## src/rtl/gmii_rx_header_parser.sv

```systemverilog
// gmii_rx_header_parser
// Ingress stage for one GMII receive port. It checks the preamble and SFD of
// each frame, captures the destination and source MACs, and flags bad frames.
// The raw stream goes through a fixed delay line, so the router sees the
// destination MAC before the first byte of the frame arrives.

module gmii_rx_header_parser #(
    parameter int DELAY = 16,
    parameter int BYTE  = 8
) (
    input  logic            clk,
    input  logic            rst,
    input  logic [BYTE-1:0] gmii_in_data,
    input  logic            gmii_in_dv,
    input  logic            gmii_in_err,
    output logic [BYTE-1:0] gmii_out_data,
    output logic            gmii_out_dv,
    output logic            gmii_out_err,
    output logic [47:0]     da_mac,
    output logic            da_valid,
    output logic            da_broadcast,
    output logic [47:0]     sa_mac,
    output logic            sa_valid,
    output logic            frame_err
);

    typedef enum logic [2:0] {
        ST_IDLE     = 3'd0,
        ST_PREAMBLE = 3'd1,
        ST_DA       = 3'd2,
        ST_SA       = 3'd3,
        ST_PAYLOAD  = 3'd4,
        ST_DROP     = 3'd5
    } state_t;

    localparam logic [7:0]  PRE_BYTE  = 8'h55;
    localparam logic [7:0]  SFD_BYTE  = 8'hD5;
    localparam logic [47:0] BCAST_MAC = 48'hFFFF_FFFF_FFFF;

    // FSM state and its next-state values
    state_t      r_state;
    state_t      w_state_nxt;
    logic [2:0]  r_cnt;
    logic [2:0]  w_cnt_nxt;
    logic        r_err_sticky;
    logic        w_err_sticky_nxt;

    // The shift registers hold the five earlier bytes of an address. The
    // sixth byte comes directly from the input when the capture happens.
    logic [39:0] r_da_shift;
    logic [39:0] w_da_shift_nxt;
    logic [39:0] r_sa_shift;
    logic [39:0] w_sa_shift_nxt;
    logic [47:0] w_da_capture;
    logic [47:0] w_sa_capture;

    logic        w_da_fire;
    logic        w_sa_fire;
    logic        w_frame_err_nxt;

    // Output registers
    logic [47:0] r_da_mac;
    logic        r_da_valid;
    logic        r_da_broadcast;
    logic [47:0] r_sa_mac;
    logic        r_sa_valid;
    logic        r_frame_err;

    // Delay line: {err, dv, data} per stage
    logic [BYTE+1:0] r_dly [DELAY];

    assign w_da_capture = {r_da_shift, gmii_in_data};
    assign w_sa_capture = {r_sa_shift, gmii_in_data};

    // State register, byte counter, address shifters and the sticky payload error flag
    always_ff @(posedge clk) begin
        if (rst) begin
            r_state      <= ST_IDLE;
            r_cnt        <= 3'd0;
            r_err_sticky <= 1'b0;
            r_da_shift   <= 40'd0;
            r_sa_shift   <= 40'd0;
        end else begin
            r_state      <= w_state_nxt;
            r_cnt        <= w_cnt_nxt;
            r_err_sticky <= w_err_sticky_nxt;
            r_da_shift   <= w_da_shift_nxt;
            r_sa_shift   <= w_sa_shift_nxt;
        end
    end

    // Next-state logic for frame delineation, header capture and error detection
    always_comb begin
        w_state_nxt      = r_state;
        w_cnt_nxt        = r_cnt;
        w_err_sticky_nxt = r_err_sticky;
        w_da_shift_nxt   = r_da_shift;
        w_sa_shift_nxt   = r_sa_shift;
        w_da_fire        = 1'b0;
        w_sa_fire        = 1'b0;
        w_frame_err_nxt  = 1'b0;

        case (r_state)
            ST_IDLE: begin
                w_err_sticky_nxt = 1'b0;
                if (gmii_in_dv) begin
                    // A first byte that has err set counts as a bad first byte
                    if (!gmii_in_err && (gmii_in_data == PRE_BYTE)) begin
                        w_state_nxt = ST_PREAMBLE;
                        w_cnt_nxt   = 3'd1;
                    end else begin
                        w_state_nxt = ST_DROP;
                    end
                end else begin
                    w_state_nxt = ST_IDLE;
                end
            end

            ST_PREAMBLE: begin
                if (!gmii_in_dv) begin
                    w_state_nxt     = ST_IDLE;
                    w_frame_err_nxt = 1'b1;
                end else if (gmii_in_err) begin
                    w_state_nxt = ST_DROP;
                end else if ((gmii_in_data == PRE_BYTE) && (r_cnt < 3'd7)) begin
                    w_cnt_nxt = r_cnt + 3'd1;
                end else if (gmii_in_data == SFD_BYTE) begin
                    w_state_nxt = ST_DA;
                    w_cnt_nxt   = 3'd0;
                end else begin
                    // A wrong byte, or an eighth 0x55
                    w_state_nxt = ST_DROP;
                end
            end

            ST_DA: begin
                if (!gmii_in_dv) begin
                    w_state_nxt     = ST_IDLE;
                    w_frame_err_nxt = 1'b1;
                end else if (gmii_in_err) begin
                    w_state_nxt = ST_DROP;
                end else begin
                    w_da_shift_nxt = w_da_capture[39:0];
                    if (r_cnt == 3'd5) begin
                        w_da_fire   = 1'b1;
                        w_state_nxt = ST_SA;
                        w_cnt_nxt   = 3'd0;
                    end else begin
                        w_cnt_nxt = r_cnt + 3'd1;
                    end
                end
            end

            ST_SA: begin
                if (!gmii_in_dv) begin
                    w_state_nxt     = ST_IDLE;
                    w_frame_err_nxt = 1'b1;
                end else if (gmii_in_err) begin
                    w_state_nxt = ST_DROP;
                end else begin
                    w_sa_shift_nxt = w_sa_capture[39:0];
                    if (r_cnt == 3'd5) begin
                        w_sa_fire   = 1'b1;
                        w_state_nxt = ST_PAYLOAD;
                        w_cnt_nxt   = 3'd0;
                    end else begin
                        w_cnt_nxt = r_cnt + 3'd1;
                    end
                end
            end

            ST_PAYLOAD: begin
                if (!gmii_in_dv) begin
                    w_state_nxt      = ST_IDLE;
                    w_frame_err_nxt  = r_err_sticky;
                    w_err_sticky_nxt = 1'b0;
                end else if (gmii_in_err) begin
                    w_err_sticky_nxt = 1'b1;
                end else begin
                    w_err_sticky_nxt = r_err_sticky;
                end
            end

            ST_DROP: begin
                if (!gmii_in_dv) begin
                    w_state_nxt     = ST_IDLE;
                    w_frame_err_nxt = 1'b1;
                end else begin
                    w_state_nxt = ST_DROP;
                end
            end

            default: begin
                w_state_nxt = ST_IDLE;
                w_cnt_nxt   = 3'd0;
            end
        endcase
    end

    // Registered status pulses; the captured addresses hold until the next capture
    always_ff @(posedge clk) begin
        if (rst) begin
            r_da_mac       <= 48'd0;
            r_da_valid     <= 1'b0;
            r_da_broadcast <= 1'b0;
            r_sa_mac       <= 48'd0;
            r_sa_valid     <= 1'b0;
            r_frame_err    <= 1'b0;
        end else begin
            r_da_valid  <= w_da_fire;
            r_sa_valid  <= w_sa_fire;
            r_frame_err <= w_frame_err_nxt;
            if (w_da_fire) begin
                r_da_mac       <= w_da_capture;
                r_da_broadcast <= (w_da_capture == BCAST_MAC);
            end else begin
                r_da_mac       <= r_da_mac;
                r_da_broadcast <= r_da_broadcast;
            end
            if (w_sa_fire) begin
                r_sa_mac <= w_sa_capture;
            end else begin
                r_sa_mac <= r_sa_mac;
            end
        end
    end

    // Fixed-length delay line that passes the raw stream through without changing it
    always_ff @(posedge clk) begin
        if (rst) begin
            for (int i = 0; i < DELAY; i++) begin
                r_dly[i] <= {(BYTE+2){1'b0}};
            end
        end else begin
            r_dly[0] <= {gmii_in_err, gmii_in_dv, gmii_in_data};
            for (int i = 1; i < DELAY; i++) begin
                r_dly[i] <= r_dly[i-1];
            end
        end
    end

    assign gmii_out_data = r_dly[DELAY-1][BYTE-1:0];
    assign gmii_out_dv   = r_dly[DELAY-1][BYTE];
    assign gmii_out_err  = r_dly[DELAY-1][BYTE+1];

    assign da_mac       = r_da_mac;
    assign da_valid     = r_da_valid;
    assign da_broadcast = r_da_broadcast;
    assign sa_mac       = r_sa_mac;
    assign sa_valid     = r_sa_valid;
    assign frame_err    = r_frame_err;

endmodule

```

## config.mk

```make
export PLATFORM = sky130hd
export DESIGN_NAME = gmii_rx_header_parser
export DESIGN_NICKNAME = d
export VERILOG_FILES = /design/src/rtl/gmii_rx_header_parser.sv
export SDC_FILE = /design/constraint.sdc
export NUM_CORES = 1
export LEC_CHECK = 0
export CAP_MARGIN = 20
export CORE_UTILIZATION = 35
export DETAILED_ROUTE_END_ITERATION = 8
export HOLD_SLACK_MARGIN = 0.05
export SYNTH_ARGS = -nofsm -noshare
export SYNTH_HDL_FRONTEND = slang
export SYNTH_SLANG_ARGS = --single-unit
```

## constraint.sdc

```tcl
create_clock -name clk -period 2.2 [get_ports clk]
set_input_delay 0.44 -clock clk [delete_from_list [all_inputs] [get_ports clk]]
set_output_delay 0.44 -clock clk [all_outputs]
set_load 0.02 [all_outputs]
```

## After elaboration in Yosys (flattened, before gate mapping)

Memories as Yosys holds them, arrays and structs flattened.
Index checks and enable logic that the tools add are counted.

| word-level totals | value |
|---|---|
| word-level logic and storage cells | 121 |
| output and inout bits | 110 |
| RAM bits | 160 |
| register bits | 187 |
| input bits | 12 |
| memories kept | 1 |

| operators by class | value |
|---|---|
| order comparisons | 1 |
| equality and inequality tests | 21 |
| reductions and logical operators | 13 |
| $add $sub $neg | 1 |
| mux-type cells | 55 |
| bitwise operators | 18 |

Memories:

| name | words | bits a word | read ports | clocked after Yosys merged registers in | wr ports | line | RTL |
|---|---|---|---|---|---|---|---|
| r_dly | 16 | 10 | 16 | 0 | 16 | 70 | `logic [BYTE+1:0] r_dly [DELAY];` |

Operators by type and width:

| cell | number |
|---|---|
| $mux 10 | 16 |
| $mux 3 | 23 |
| $eq 48x48->1 const B | 1 |
| $pmux 3 s6 | 1 |
| $or 1x1->1 | 16 |
| $mux 1 | 12 |
| $ne 2x2->1 const B | 6 |
| $ne 4x4->1 const B | 3 |
| $pmux 3 s4 | 1 |
| $eq 3x3->1 const B | 3 |
| $eq 8x7->1 const B | 1 |
| $eq 8x8->1 const B | 1 |
| $reduce_and 8->1 | 1 |
| $eq 3x2->1 const B | 2 |
| $ne 3x3->1 const B | 2 |
| $reduce_and 3->1 | 2 |
| $pmux 1 s2 | 2 |
| $reduce_and 4->1 | 1 |
| $reduce_or 2->1 | 2 |
| $reduce_or 4->1 | 1 |
| $add 3x1->3 const B | 1 |
| $eq 3x1->1 const B | 1 |
| $logic_not 3->1 | 1 |
| $lt 3x3->1 const B | 1 |
| other kinds (6) | 8 |

## Longest topological paths before layout

| depth | value |
|---|---|
| depth in word-level cells | 6 |
| depth in mapped cells | 9 |
| depth with buffers taken out | 6 |

## Worst setup path after synthesis

OpenSTA, ideal clock, no wires.

| path | value |
|---|---|
| kind | input to register |
| start point | input port gmii_in_err |
| end point | register r_sa_mac[28], in the netlist sa_mac[28] |
| slack | 0.362 ns |
| arrival | 1.705 ns |
| setup time | 0.132 ns |
| path buffers | 4 |
| stages | 9 |
| data required time | 2.068 ns |
| cell sequence | buf_2 -> nor3b_2 -> and3_1 -> clkbuf_1 -> nand3_1 -> buf_2 -> buf_2 -> nand2_1 -> a21oi_1 |

| on the way | value |
|---|---|
| cells in the longest elaborated chain, start to end | 3 |

RTL lines:

| element | line | RTL |
|---|---|---|
| start: declaration | 15 | `input logic gmii_in_err,` |
| $mux 1 (2 in a row) | - |  |
| $mux 1 | 103 | `case (r_state)` |
| end signal: assignment | 221 | `r_sa_mac <= w_sa_capture;` |
| end signal: assignment | 223 | `r_sa_mac <= r_sa_mac;` |
| end: declaration | 65 | `logic [47:0] r_sa_mac;` |

No other way between the ends.
A chain may end at the register's enable or synchronous reset.

## Worst setup path in the final report

| path | value |
|---|---|
| start point | register r_da_mac[5], in the netlist da_mac[5] |
| end point | output port da_mac[5] |

RTL lines:

| element | line | RTL |
|---|---|---|
| start: declaration | 62 | `logic [47:0] r_da_mac;` |
| start signal: assignment | 214 | `r_da_mac <= w_da_capture;` |
| start signal: assignment | 217 | `r_da_mac <= r_da_mac;` |
| end: declaration | 19 | `output logic [47:0] da_mac,` |

No word-level cell between the ends.

==> flow_summary_export.csv <==
group,metric,value,unit
synthesis,ys_types,39,
clocking,clockRootBuffer,"clkbuf_16",
clocking,cts_num_sinks,347,
synthesis,syn_area_per_cell,9.175,um^2
hold_path,min_path_cells,2,
final_layout,fin_cells,1745,
routing,drt_iter0_drc,559,
setup_path,reg2reg_to,"da_mac[22]",
final_layout,fin_area,0.01411,mm^2
power_and_ir_drop,leakage,4.866,nW
floorplan,core_area,0.03147,mm^2
setup_path,critPathMaxFanout,2,
setup_path,reg2reg_depth,6,
clocking,clk_latency,0.52,ns
setup_path,path_class,"reg -> out",
grt,grt_start_max_net_pins,155,
timing,max_freq,512.6,MHz
clocking,htree_levels,2,
placement,post_dp_cell_area,0.01293,mm^2
synthesis,synth.cell_area,0.01119,mm^2
timing,finClkSkew,0.008824,ns
routing,postRouteAntennaNets,0,
synthesis,synth_ff_type,"dfxtp_1",
placement,place.gp.congestion,0.8140,
final_layout,n_antenna_cell,0,
setup_path,cp.arrival,1.51,ns
timing,hold_viol,0,
floorplan,die_y,180.8,um
floorplan,rows,65,
setup_path,cp.depth,1,
routing,drt-total-wl,22790,um
run,maxCapViolCount,0,
grt,first_global_vias,7405,
setup_path,cp_slowest_cell,"clkdlybuf4s50_1",
setup_path,crit_required,1.76,ns
routing,detail_route.vias_per_cell,4.622,
power_and_ir_drop,power_per_cell_area,894.3,mW/mm^2
clocking,clockBufferDepth,3,
hold_path,worstHoldEndpoint,"r_dly[0][9]",
clocking,ctsResizeCount,0,
grt,grt_first_pass_wirelength,37110,um
synthesis,mappedNetlistNets,1234,
final_layout,synthToLayoutAreaGrowth,26.02,%
clocking,clk_pin_slew,0.06,ns
run_status,status,"completed",
synthesis,yosys-top-cells-area,"dfxtp_1 (62%), nand2_1 (12%), nor2b_1 (8.9%)",
placement,hpwl,13950,um
placement,dp.cells,1685,
setup_path,cpPeakStageDelay,0.63,ns
grt,antenna_found_initial,1,
routing,first_pass_iters,5,
floorplan,die_area,0.03270,mm^2
floorplan,fp.dieW,180.8,um
routing,drc_errors,0,
routing,wire_per_inst,13.06,um
clocking,cts_tree,"done",
routing,vias,8066,
clocking,ctsHoldBuffers,0,
synthesis,yosys_warnings,0,
synthesis,yosysTopAreaCellShare,62.06,%
timing,fin_crit_sh,88.67,%
synthesis,synth_largest_area_cell,"dfxtp_1",
setup_path,cp_top_family,"buffers and inverters",
synthesis,ys_ff_latch,347,
final_layout,layout.nets,1335,
hold_path,hold_class,"in -> reg",
timing,fin_setup_tns,0,ns
floorplan,initial_core_util,35.56,%
grt,overflow,0,
timing,period_needed,1.951,ns
synthesis,synth_edf_count,0,
setup_path,path_cells,"clkdlybuf4s50_1",
final_layout,layout-drive-gt1-share,8.563,%
synthesis,synthCells,1220,
placement,io_buffers,121,
timing,slew_headroom,51.52,%
timing,setup_violations,0,
setup_path,setup.worst_path.end_class,"primary output",
setup_path,critPathBufInv,1,
setup_path,r2r-start,"r_state[2]",
clocking,postCtsSetupBuffers,0,
hold_path,worstHoldStart,"rst",
setup_path,r2r_slack,0.38,ns
grt,track_usage,13.73,%
clocking,cts_buffers,36,
setup_path,startpoint_type,"register",
power_and_ir_drop,worst_ir_drop_vdd,0.6135,mV
power_and_ir_drop,power.total,12.62,mW
timing,tightest_slew,0.7272,ns
synthesis,seq_area_frac_synth,62.06,%
floorplan,ios,122,
timing,drv_slew,0,
timing,rsz0062_at_grt,"false",
synthesis,synthArstFlopShare,0,%
## layout by cell type, fill, tap and decap left out, drive strengths merged, types with 7 or more instances in the layout
master	count
a21oi	185
buf	37
clkbuf	48
clkdlybuf4s50	120
dfxtp	347
nand2	361
nand3	7
nand4	11
nor2	7
nor2b	159
## cells by family (layout without fill, tap and decap cells)
group	after synthesis	count (layout)	synth area share (%)
compound gates	201	201	9.691
fa+ha+maj	2	2	0.2235
buf+inv	98	221	3.823
flops	347	347	62.06
mux	1	1	0.08943
simple gates	571	571	24.11
## registers in the layout, summed over array words and instances, names as in the netlist
register / flops
sa_mac: 48
r_sa_shift: 40
r_dly: 160
r_da_shift: 40
da_valid: 1
da_broadcast: 1
sa_valid: 1
da_mac: 48
r_cnt: 3
r_state: 3
frame_err: 1
r_err_sticky: 1
## worst max-delay path by stage
stage / start / end / slack [ns]
after CTS: da_mac[5] / da_mac[5] / 0.22
after global routing: sa_mac[13] / sa_mac[13] / 0.21
after detailed placement: gmii_in_err / sa_mac[38] / 0.03
after global placement: gmii_in_dv / da_broadcast / 0.006
final: da_mac[5] / da_mac[5] / 0.25
after floorplan: gmii_in_err / sa_mac[28] / 0.36
## per-layer routing
| layer | track usage, % | part of all wire (%) |
|---|---|---|
| met1 | 18.77 | 49 |
| met2 | 21.41 | 44 |
| met3 | 2.862 | 5.2 |
| met4 | 4.821 | 1.9 |
| met5 | 0 | 0 |
## metrics by stage
step                      utilization [%]  hold WS [ns]  setup WS (ns)
final                               44.82        0.1941         0.2492
after global routing                44.82        0.1985         0.2087
after CTS                           44.82        0.1696         0.2250
after detailed placement            41.09        0.4204        0.02698
after global placement              41.09        0.4161       0.006428
after floorplan                         -        0.4138         0.3624
## final cells by class
class	instances	area [um^2]
Fill cell	3070	17370
Sequential cell	347	6947
Multi-Input combinational cell	775	3845
Timing Repair Buffer	157	1624
Clock buffer	48	975.9
Tap cell	402	503.0
Clock inverter	12	196.4
Inverter	4	15.01
## synthesized netlist by cell type (2+ instances only)
cell type	n
o22ai_1	3
a21oi_2	10
and3_1	3
buf_2	12
buf_1	2
dfxtp_1	347
nor3b_1	2
a21oi_1	175
buf_6	2
buf_4	8
nand2_2	10
nand4_1	11
a21o_1	2
nand2_1	351
nor2b_1	159
nor4_1	4
nor3_1	5
nor2_1	6
clkbuf_1	70
nand3_1	7
inv_1	4
and4_1	2
a211oi_1	3
nand2b_1	5
ha_1	2
a31oi_1	2
## power by group
part           total, mW  internal (mW)  switching, mW
logic              0.252         0.0858          0.166
clock network       6.04           3.61           2.43
registers           6.32           6.32        0.00773
(Power assumes the default switching activity.)
